[src/rtl/uart_rx_kbd.sv]
// uart_rx_kbd: 8N1 UART receiver with a one-byte holding register and a
// valid/ready handshake toward the PIA keyboard port. uart_cts mirrors the
// holding-register-full state so the host pauses while a byte is unread.
module uart_rx_kbd #(
  parameter int CLKS_PER_BIT = 217,
  parameter int UPPERCASE    = 1
) (
  input  logic       clk25,
  input  logic       rst_n,
  input  logic       uart_rx,
  output logic       uart_cts,
  output logic [7:0] rx_data,
  output logic       rx_valid,
  input  logic       rx_ready,
  output logic       frame_err,
  output logic       overrun
);

  typedef enum logic [2:0] {S_IDLE, S_START, S_DATA, S_STOP, S_BREAK} state_t;

  localparam int          HALF_I = CLKS_PER_BIT / 2;
  localparam int          FULL_I = CLKS_PER_BIT - 1;
  localparam logic [15:0] HALF   = HALF_I[15:0];
  // Reload with N-1: the counter spends N cycles on N-1..0, so samples are
  // exactly one bit period apart with no cumulative drift across the frame.
  localparam logic [15:0] FULL_M1 = FULL_I[15:0];

  state_t      state_q, state_d;
  logic        sync1_q, sync2_q;
  logic [15:0] cnt_q, cnt_d;
  logic [2:0]  idx_q, idx_d;
  logic [7:0]  sh_q, sh_d;
  logic [7:0]  data_q, data_d;
  logic        valid_q, valid_d;
  logic        ferr_q, ferr_d;
  logic        ovr_q, ovr_d;
  logic        cts_q;

  logic        rx_s;
  logic        tick;
  logic        consume;
  logic        byte_done;
  logic        bad_stop;
  logic [7:0]  mapped;

  assign rx_s      = sync2_q;
  assign tick      = (cnt_q == 16'd0);
  assign consume   = valid_q & rx_ready;
  assign byte_done = (state_q == S_STOP) & tick & rx_s;
  assign bad_stop  = (state_q == S_STOP) & tick & ~rx_s;

  // Two-flop synchronizer; resets to the idle-high line level
  always_ff @(posedge clk25) begin
    if (!rst_n) begin
      sync1_q <= 1'b1;
      sync2_q <= 1'b1;
    end else begin
      sync1_q <= uart_rx;
      sync2_q <= sync1_q;
    end
  end

  // State register
  always_ff @(posedge clk25) begin
    if (!rst_n) state_q <= S_IDLE;
    else        state_q <= state_d;
  end

  // Next-state logic
  always_comb begin
    state_d = state_q;
    case (state_q)
      S_IDLE:  if (!rx_s) state_d = S_START;
      S_START: if (tick) state_d = rx_s ? S_IDLE : S_DATA;
      S_DATA:  if (tick && idx_q == 3'd7) state_d = S_STOP;
      S_STOP:  if (tick) state_d = rx_s ? S_IDLE : S_BREAK;
      S_BREAK: if (rx_s) state_d = S_IDLE;
      default: state_d = S_IDLE;
    endcase
  end

  // Datapath: bit timing, shift register, holding register and sticky flags
  always_comb begin
    cnt_d   = cnt_q;
    idx_d   = idx_q;
    sh_d    = sh_q;
    data_d  = data_q;
    valid_d = valid_q;
    ferr_d  = ferr_q;
    ovr_d   = ovr_q;
    mapped  = sh_q;
    if (UPPERCASE != 0 && sh_q >= 8'h61 && sh_q <= 8'h7A) mapped = sh_q - 8'h20;

    case (state_q)
      S_IDLE: begin
        cnt_d = HALF;
        idx_d = 3'd0;
      end
      S_START, S_DATA, S_STOP: begin
        cnt_d = tick ? FULL_M1 : cnt_q - 16'd1;
        if (state_q == S_DATA && tick) begin
          sh_d  = {rx_s, sh_q[7:1]};
          idx_d = idx_q + 3'd1;
        end
      end
      default: cnt_d = 16'd0;
    endcase

    // Clears first so that a same-cycle set wins
    if (consume) begin
      valid_d = 1'b0;
      ferr_d  = 1'b0;
      ovr_d   = 1'b0;
    end
    if (byte_done) begin
      if (!valid_q || rx_ready) begin
        data_d  = mapped;
        valid_d = 1'b1;
      end else begin
        ovr_d = 1'b1;
      end
    end
    if (bad_stop) ferr_d = 1'b1;
  end

  // Datapath registers; cts tracks the holding register after the same edge
  always_ff @(posedge clk25) begin
    if (!rst_n) begin
      cnt_q   <= 16'd0;
      idx_q   <= 3'd0;
      sh_q    <= 8'h00;
      data_q  <= 8'h00;
      valid_q <= 1'b0;
      ferr_q  <= 1'b0;
      ovr_q   <= 1'b0;
      cts_q   <= 1'b0;
    end else begin
      cnt_q   <= cnt_d;
      idx_q   <= idx_d;
      sh_q    <= sh_d;
      data_q  <= data_d;
      valid_q <= valid_d;
      ferr_q  <= ferr_d;
      ovr_q   <= ovr_d;
      cts_q   <= valid_d;
    end
  end

  assign rx_data   = data_q;
  assign rx_valid  = valid_q;
  assign uart_cts  = cts_q;
  assign frame_err = ferr_q;
  assign overrun   = ovr_q;

endmodule

[config.mk]
export PLATFORM = sky130hd
export DESIGN_NAME = uart_rx_kbd
export DESIGN_NICKNAME = d
export VERILOG_FILES = /design/src/rtl/uart_rx_kbd.sv
export SDC_FILE = /design/constraint.sdc
export NUM_CORES = 1
export LEC_CHECK = 0
export CORE_MARGIN = 2
export CORE_UTILIZATION = 40
export DETAILED_ROUTE_END_ITERATION = 8
export PLACE_DENSITY = 0.62
export SLEW_MARGIN = 10
export SYNTH_ARGS = -nofsm -noshare
export SYNTH_HDL_FRONTEND = slang
export SYNTH_SLANG_ARGS = --single-unit
[constraint.sdc]
create_clock -name clk25 -period 2.5 [get_ports clk25]
set_input_delay 0.375 -clock clk25 [delete_from_list [all_inputs] [get_ports clk25]]
set_output_delay 0.375 -clock clk25 [all_outputs]
set_load 0.005 [all_outputs]
Word level (Yosys, flattened, before mapping):

Cells that the tools add are included.
Widths: inputs -> output; s select.

* word-level logic and storage cells: 66
* bits in writable memories: 0
* memories kept: 0
* flip-flop bits (word level): 43
* bits in read-only memories: 0
* bits in latches: 0
* input bits: 4

* shift operators: 0
* mux-type cells: 21
* div/mod/pow operators: 0
* bitwise logic cells: 5
* reduce and logical (&&, ||, !) cells: 14
* $lt $le $gt $ge: 2
* add/subtract/negate cells: 3
* multiply operators: 0
* equality and inequality tests: 11

Operator list (count)
* $pmux 16 s2: 1
* $mux 3: 7
* $logic_not 16->1: 1
* $mux 16: 1
* $sub 16x1->16 const B: 1
* $pmux 3 s5: 1
* $ne 2x2->1 const B: 6
* $ge 8x7->1 const B: 1
* $le 8x7->1 const B: 1
* $mux 1: 8
* $mux 8: 1
* $sub 8x6->8 const B: 1
* $eq 3x2->1 const B: 2
* $eq 3x3->1 const B: 2
* $pmux 3 s2: 1
* $reduce_and 2->1: 3
* $reduce_and 5->1: 1
* $and 1x1->1: 4
* $reduce_bool 2->1: 2
* $add 3x1->3 const B: 1
* $eq 3x1->1 const B: 1
* $logic_and 1x1->1: 3
* $logic_not 3->1: 1
* $reduce_or 3->1: 1
* 4 further kinds: 4

Depth between registers and ports, before layout:

Gate-level depths: netlist of the first run.

* depth after elaboration: 4
* depth in mapped cells: 8

Worst setup path before layout of the first run:

Ideal clock, no wire load.

* path kind: register -> register
* start point: reg cnt_q[0]
* end point: reg sh_q[0]
* path buffers: 2
* slack: 0.143 ns
* cell stages (with the launch flop): 9
* arrival time: 2.285 ns
* clock period less this slack: 2.357 ns
* path through: dfxtp_1 -> inv_1 -> ha_1 -> or3b_2 -> clkbuf_1 -> or3_4 -> buf_6 -> nor4_4 -> mux2i_1

* cells in the longest elaborated chain, start to end: 3

RTL lines
* start: declaration: RTL line 30 `logic [15:0] cnt_q, cnt_d;`
* start signal: assignment: RTL line 138 `cnt_q <= cnt_d;`
* $logic_not 16->1: RTL line 47 `assign tick = (cnt_q == 16'd0);`
* $logic_and 1x1->1: RTL line 101 `if (state_q == S_DATA && tick) begin`
* $reduce_and 2->1 (no line)
* end signal: assignment: RTL line 131 `sh_q <= 8'h00;`
* end signal: assignment: RTL line 140 `sh_q <= sh_d;`
* end: declaration: RTL line 32 `logic [7:0] sh_q, sh_d;`

No other way between the ends.
A chain may end at the register's enable or synchronous reset.

Final worst setup path of the first run:

* start point: reg cnt_q[0]
* end point: reg sh_q[4]

The elaborated chain is that of the path after synthesis.

==> results of run 1 <==
==> cells by family (layout without fill, tap and decap cells) <==
family	Yosys count	count (layout)
adders and majority gates	4	4
xor gates and xnor gates	9	9
and+or+nand+nor	90	90
AOI/OAI and AO/OA	42	42
DFF	43	43
buffers and inverters	20	36
muxes	11	11
==> cell usage in the layout, fill, tap and decap left out, types with 2 or more instances in the layout <==
master | netlist | layout
inv_1 | 8 | 8
nand4_1 | 3 | 3
xnor2_1 | 6 | 6
a21oi_1 | 9 | 9
o2111ai_1 | 2 | 2
nor3_1 | 10 | 10
xor2_1 | 3 | 3
o31ai_1 | 3 | 3
o21ai_0 | 11 | 11
a21boi_1 | 2 | 2
a21boi_0 | 3 | 3
o22ai_1 | 4 | 4
nand2b_1 | 3 | 3
buf_4 | 1 | 6
nand3_1 | 10 | 10
or3_1 | 3 | 3
nor2_1 | 13 | 13
mux2i_1 | 11 | 11
o32ai_1 | 2 | 2
nand2_1 | 25 | 25
or4_1 | 6 | 6
nor4_1 | 7 | 7
clkdlybuf4s50_1 | 0 | 15
and2_1 | 2 | 2
ha_1 | 4 | 4
dfxtp_1 | 43 | 43
clkbuf_8 | 0 | 5
==> critical path, cell delays in order, from the launching register on <==
cell	delay (ns)
dfxtp_1	0.34
inv_1	0.06
ha_1	0.19
or3b_2	0.54
or3_4	0.45
nor4_4	0.15
buf_4	0.23
mux2i_1	0.20
==> path summary, 6_finish.rpt <==
path	start	endpoint	slack, ns	cells after the start
max	cnt_q[0]$_SDFF_PN0_	sh_q[4]$_SDFFE_PN0P_	0.27	7
min	sync1_q$_SDFF_PN1_	rx_s$_SDFF_PN1_	0.41	1
max reg2reg	cnt_q[0]$_SDFF_PN0_	sh_q[4]$_SDFFE_PN0P_	0.27	7
min reg2reg	sync1_q$_SDFF_PN1_	rx_s$_SDFF_PN1_	0.41	1
==> per-layer routing <==
layer / vias to the layer above / wire length [microns] / GRT usage (%)
met5: - / 0 / 0
met4: 0 / 40 / 4.85
met3: 5 / 88 / 4.07
met2: 21 / 1570 / 22.7
met1: 692 / 1930 / 21.3
li1: 823 / - / -
==> state kept, by name, indices dropped and copies added, names as in the netlist <==
name	flops
uart_cts	1
frame_err	1
cnt_q	16
rx_data	8
rx_s	1
state_q	3
overrun	1
sync1_q	1
idx_q	3
sh_q	8
==> power groups by stage <==
| stage | Clock (W) | Sequential [W] | Combinational [W] |
|---|---|---|---|
| floorplan | 0 | 0.000718 | 0.0000731 |
| global placement | 0 | 0.000723 | 0.0000892 |
| detailed placement | 0 | 0.000723 | 0.0000885 |
| CTS | 0.000525 | 0.000707 | 0.0000892 |
| global route | 0.000552 | 0.000709 | 0.000100 |
| finish | 0.000512 | 0.000707 | 0.0000892 |
==> stage by stage <==
step                instance area, sq um  total power, W  hold WS (ns)  setup WS [ns]  cells
floorplan                           1960        0.000791         0.386          0.143    219
global placement                    2170        0.000812         0.388          0.353    295
detailed placement                  2170        0.000812         0.393          0.289    295
CTS                                 2270         0.00132         0.411          0.274    302
global route                        2270         0.00136         0.419          0.137    302
finish                              2270         0.00131         0.408          0.274    302
==> cell type report <==
class	instances	area share (%)
flip-flops and latches	43	37.9
inverters	8	1.32
well taps	67	3.69
clock inverters	1	1.32
repair buffers	21	8.60
clock buffers	6	3.20
multi-input cells	156	43.9
==> results.sh, run 1 <==
export IMPL_synthArstFlopShare_pct=0
export IMPL_vias_per_cell=5.10
export IMPL_setup_viol=0
export IMPL_root_buffer="clkbuf_8"
export IMPL_power_density_nw_per_um2=576
export IMPL_ys_top_cells_by_area="dfxtp_1 44%, mux2i_1 5.6%, nand2_1 4.8%, o21ai_0 2.8%, xnor2_1 2.7%"
export IMPL_clk_path_buf_depth=2
export IMPL_netlist_area_leader_share_pct=43.9
export IMPL_syn_area_sq_um=1960
export IMPL_route_detailed_drc=0
export IMPL_cts_sinks=43
export IMPL_cts_buffers=5
export IMPL_ant_nets=0
export IMPL_critPathCaptureType="flip-flop"
export IMPL_cts_tree="done"
export IMPL_leakage_nw=0.751
export IMPL_cts_hold_buf=0
export IMPL_synth_main_ff_cell="dfxtp_1"
export IMPL_min_period_over_period_pct=89.0
export IMPL_synth_top_family_by_area="simple AND/OR/NAND/NOR gates"
export IMPL_clk_pin_slew_ns=0.08
export IMPL_rsz0062_at_grt="no"
export IMPL_dp_hpwl_microns=2680
export IMPL_worstMarginPinSlew_ns=0.546
export IMPL_drv_cap=0
export IMPL_combPwrFrac_pct=6.8
export IMPL_clock_latency_ns=0.29
export IMPL_grt_pass1_wl_microns=6430
export IMPL_pin_count=16
export IMPL_power_switching_share_pct=21.6
export IMPL_arrival_ns=2.44
export IMPL_hold_viol=0
export IMPL_synth_most_common_cell="dfxtp_1"
export IMPL_cp_start_kind="flip-flop"
export IMPL_fmax_ghz=0.449
export IMPL_die_w_microns=74.0
export IMPL_crit_fanout=8
export IMPL_place_gp_congestion=0.775
export IMPL_drtIter0Drc=65
export IMPL_fin_util_pct=48.1
export IMPL_synth_seq_cells=43
export IMPL_htree_num_levels=2
export IMPL_detail_route_first_pass_iterations=4
export IMPL_cts_resized=0
export IMPL_worstPathRequired_ns=2.72
export IMPL_multi_input_area_sq_um=997
export IMPL_synth_xor_area_share_pct=4.02
export IMPL_antenna_found_initial=0
export IMPL_syn_num_nets=227
export IMPL_power_frac_clock_pct=39.1
export IMPL_max_slew_margin_pct=63.3
export IMPL_avgSynthCellArea_sq_um=8.95
export IMPL_regArea_sq_um=861
export IMPL_synth_edf_count=0
export IMPL_vdd_drop_max_mv=0.265
export IMPL_initial_core_util_pct=41.5
export IMPL_synth_yosys_seq_area_share_pct=43.9
export IMPL_finalSetupTns_ns=0
export IMPL_layout_drive_gt1_share_pct=7.66
export IMPL_area_growth_pct=15.8
export IMPL_fin_skew_ns=0.00834
export IMPL_grt_overflow=0
export IMPL_seqPwrFrac_pct=54.1
export IMPL_outcome="complete, no violations"
export IMPL_grt_max_degree=31
export IMPL_fillers=457
export IMPL_die_h_microns=74.0
export IMPL_worstHoldPathType="reg -> reg"
export IMPL_fin_crit_ns=2.23
export IMPL_synthMuxAreaShare_pct=5.62
export IMPL_wl_microns=3630
export IMPL_portBuffers=15
export IMPL_wire_per_inst_microns=12.0
export IMPL_via_count=1541
export IMPL_syn_inst=219
export IMPL_num_antenna_cells=0
export IMPL_post_cts_setup_buffers=0
export IMPL_crit_type="reg -> reg"
export IMPL_synth_compound_area_share_pct=13.9
export IMPL_synth_cell_type_count=42
export IMPL_die_area_sq_um=5480
export IMPL_grt_total_usage_pct=15.2
export IMPL_yosys_area_share_simple_pct=24.8
export IMPL_grt_pass1_vias=1435
export IMPL_synth_top_cell_by_area="dfxtp_1"
export IMPL_core_sq_um=4720
export IMPL_synth_common_cells="43 x dfxtp_1, 25 x nand2_1, 13 x nor2_1, 11 x mux2i_1, 11 x o21ai_0"
export IMPL_intPower_w=0.00103
export IMPL_finalNetCount=243
export IMPL_synthAdderAreaFrac_pct=2.55
export IMPL_num_rows=25
export IMPL_p_sw_w=0.000282
export IMPL_slew_viol_final=0
export IMPL_yosysWarnings=0
No activity file was read; power rests on OpenSTA's default activity.
==> inputs of run 2 (changes only) <==
--- a/config.mk
+++ b/config.mk
@@ -8,6 +8,7 @@
 export CORE_MARGIN = 2
 export CORE_UTILIZATION = 40
 export DETAILED_ROUTE_END_ITERATION = 8
+export GPL_TIMING_DRIVEN = 0
 export PLACE_DENSITY = 0.62
 export SLEW_MARGIN = 10
 export SYNTH_ARGS = -nofsm -noshare
==> results.sh, run 2 (synthesis gave the netlist of run 1 again) <==
export IMPL_ff2ff_path_depth=8
export IMPL_root_buffer="clkbuf_8"
export IMPL_drtIter0Drc=74
export IMPL_min_to="rx_s$_SDFF_PN1_"
export IMPL_hold_viol=0
export IMPL_path_cells="buf_6 -> or4_4 -> buf_6 -> or3_4 -> buf_6 -> nor4_4 -> buf_12 -> mux2i_1"
export IMPL_crit_type="reg -> reg"
export IMPL_fmax_ghz=0.437
export IMPL_grt_util_met1_pct=21.9
export IMPL_vias_per_cell=5.16
export IMPL_drv_cap=0
export IMPL_worstPathRequired_ns=2.72
export IMPL_power_switching_share_pct=22.3
export IMPL_cts_buffers=5
export IMPL_worstMarginPinSlew_ns=0.582
export IMPL_layout_common_cells="43 x dfxtp_1, 25 x nand2_1, 15 x clkdlybuf4s50_1, 13 x nor2_1"
export IMPL_die_h_microns=74.0
export IMPL_clock_latency_ns=0.29
export IMPL_finalNetCount=249
export IMPL_worstHoldStart="sync1_q$_SDFF_PN1_"
export IMPL_r2r_end="sh_q[1]$_SDFFE_PN0P_"
export IMPL_crit_fanout=8
export IMPL_grt_max_degree=14
export IMPL_initial_core_util_pct=41.5
export IMPL_dp_hpwl_microns=2750
export IMPL_grt_total_usage_pct=16.1
export IMPL_die_w_microns=74.0
export IMPL_clk_path_buf_depth=2
export IMPL_num_antenna_cells=0
export IMPL_r2r_start="cnt_q[4]$_SDFF_PN0_"
export IMPL_place_gp_congestion=0.800
export IMPL_final_common_cell="dfxtp_1"
export IMPL_cp_start_kind="flip-flop"
export IMPL_wire_per_inst_microns=12.7
export IMPL_intPower_w=0.00106
export IMPL_rrSetupSlack_ns=0.21
export IMPL_rsz0062_at_grt="no"
export IMPL_area_growth_pct=20.4
export IMPL_layout_drive_gt1_share_pct=9.09
export IMPL_regMostFlops="cnt_q"
export IMPL_outcome="complete, no violations"
export IMPL_grt_util_met3_pct=3.66
export IMPL_arrival_ns=2.51
export IMPL_pin_count=16
export IMPL_cts_hold_buf=0
export IMPL_grt_pass1_vias=1500
export IMPL_slew_viol_final=0
export IMPL_finalSetupTns_ns=0
export IMPL_cp_top_family="simple AND/OR/NAND/NOR gates"
export IMPL_fin_skew_ns=0.00705
export IMPL_cp_common_cell="buf_6"
export IMPL_cp_slowest_cell="or4_4"
export IMPL_vdd_drop_max_mv=0.355
export IMPL_setup_viol=0
export IMPL_grt_busiest_layer="met2"
export IMPL_route_detailed_drc=0
export IMPL_clk_pin_slew_ns=0.08
export IMPL_leakage_nw=0.773
export IMPL_use_met2_pct=24.9
export IMPL_portBuffers=15
export IMPL_combPwrFrac_pct=7.4
export IMPL_wl_microns=3940
export IMPL_p_sw_w=0.000304
export IMPL_grt_pass1_wl_microns=6760
export IMPL_ant_nets=0
export IMPL_finalPower_w=0.00136
export IMPL_die_area_sq_um=5480
export IMPL_num_rows=25
export IMPL_min_period_over_period_pct=91.5
export IMPL_critPathCaptureType="flip-flop"
export IMPL_seqPwrFrac_pct=51.7
export IMPL_cts_tree="done"
export IMPL_power_frac_clock_pct=40.8
export IMPL_crit_path_max_incr_delay_ns=0.50
export IMPL_cts_sinks=43
export IMPL_worstHoldPathType="reg -> reg"
export IMPL_whs_ns=0.415
export IMPL_grt_overflow=0
export IMPL_detail_route_first_pass_iterations=4
export IMPL_htree_num_levels=2
export IMPL_power_density_nw_per_um2=577
export IMPL_core_sq_um=4720
export IMPL_holdPathStages=1
export IMPL_max_slew_margin_pct=61.0
export IMPL_critical_path_buf_inv_count=4
export IMPL_via_count=1594
export IMPL_largest_register_ffs=16
export IMPL_antenna_found_initial=0
export IMPL_fin_crit_ns=2.29
run 2: worst max-delay path by stage:
stage	from	slack, ns	endpoint	cells past startpoint
global route	cnt_q[10]$_SDFF_PN0_	0.07	cnt_q[8]$_SDFF_PN0_	6
CTS	cnt_q[0]$_SDFF_PN0_	0.02	sh_q[1]$_SDFFE_PN0P_	9
finish	cnt_q[4]$_SDFF_PN0_	0.21	sh_q[1]$_SDFFE_PN0P_	8
detailed placement	cnt_q[0]$_SDFF_PN0_	-0.13	sh_q[1]$_SDFFE_PN0P_	8
global placement	cnt_q[0]$_SDFF_PN0_	-0.13	frame_err$_SDFFE_PN0P_	7
floorplan	cnt_q[0]$_SDFF_PN0_	0.14	sh_q[0]$_SDFFE_PN0P_	8
run 2: layout make-up:
cell class                      instances  area [sq um]
Fill cell                             449          2360
Multi-Input combinational cell        156          1030
Sequential cell                        43           861
Timing Repair Buffer                   16           170
Tap cell                               67          83.8
Clock buffer                            6          82.6
Buffer                                 11          68.8
Clock inverter                          2          35.0
Inverter                                8          30.0
run 2: per-layer routing:
layer / vias up / wire length, microns
li1: 834 / -
met2: 27 / 1750
met5: - / 0
met4: 0 / 56
met1: 727 / 2020
met3: 6 / 113
run 2: worst reg2reg max path: cells and delay by family (launching register included):
| family | cells | cell delay (ns) |
|---|---|---|
| AND/OR/NAND/NOR | 3 | 1.14 |
| buffers and inverters | 4 | 0.58 |
| flip-flops | 1 | 0.31 |
| multiplexers | 1 | 0.18 |
run 2: power by group through the flow:
stage / Sequential, W / Combinational (W) / Clock, W
final: 0.000704 / 0.000101 / 0.000556
after global routing: 0.000706 / 0.000113 / 0.000599
after global placement: 0.000720 / 0.0000961 / 0
after detailed placement: 0.000720 / 0.0000962 / 0
after floorplan: 0.000718 / 0.0000731 / 0
after CTS: 0.000704 / 0.0000978 / 0.000569
run 2: repair_timing:
| action | 4_1_cts | 5_1_grt |
|---|---|---|
| resized for setup | 2 | 3 |
| setup buffers | 1 | 0 |
| endpoints found under the setup margin | 15 | 25 |
| pin swaps | 1 | 0 |
run 2: metrics by stage:
stage / area [sq um] / setup slack [ns] / std cells / utilization, %
after floorplan: 1960 / 0.143 / 219 / -
after global placement: 2190 / -0.126 / 301 / 46.5
after detailed placement: 2190 / -0.128 / 301 / 46.5
after CTS: 2340 / 0.0232 / 310 / 49.6
after global routing: 2360 / 0.0678 / 309 / 50.0
final: 2360 / 0.213 / 309 / 50.0
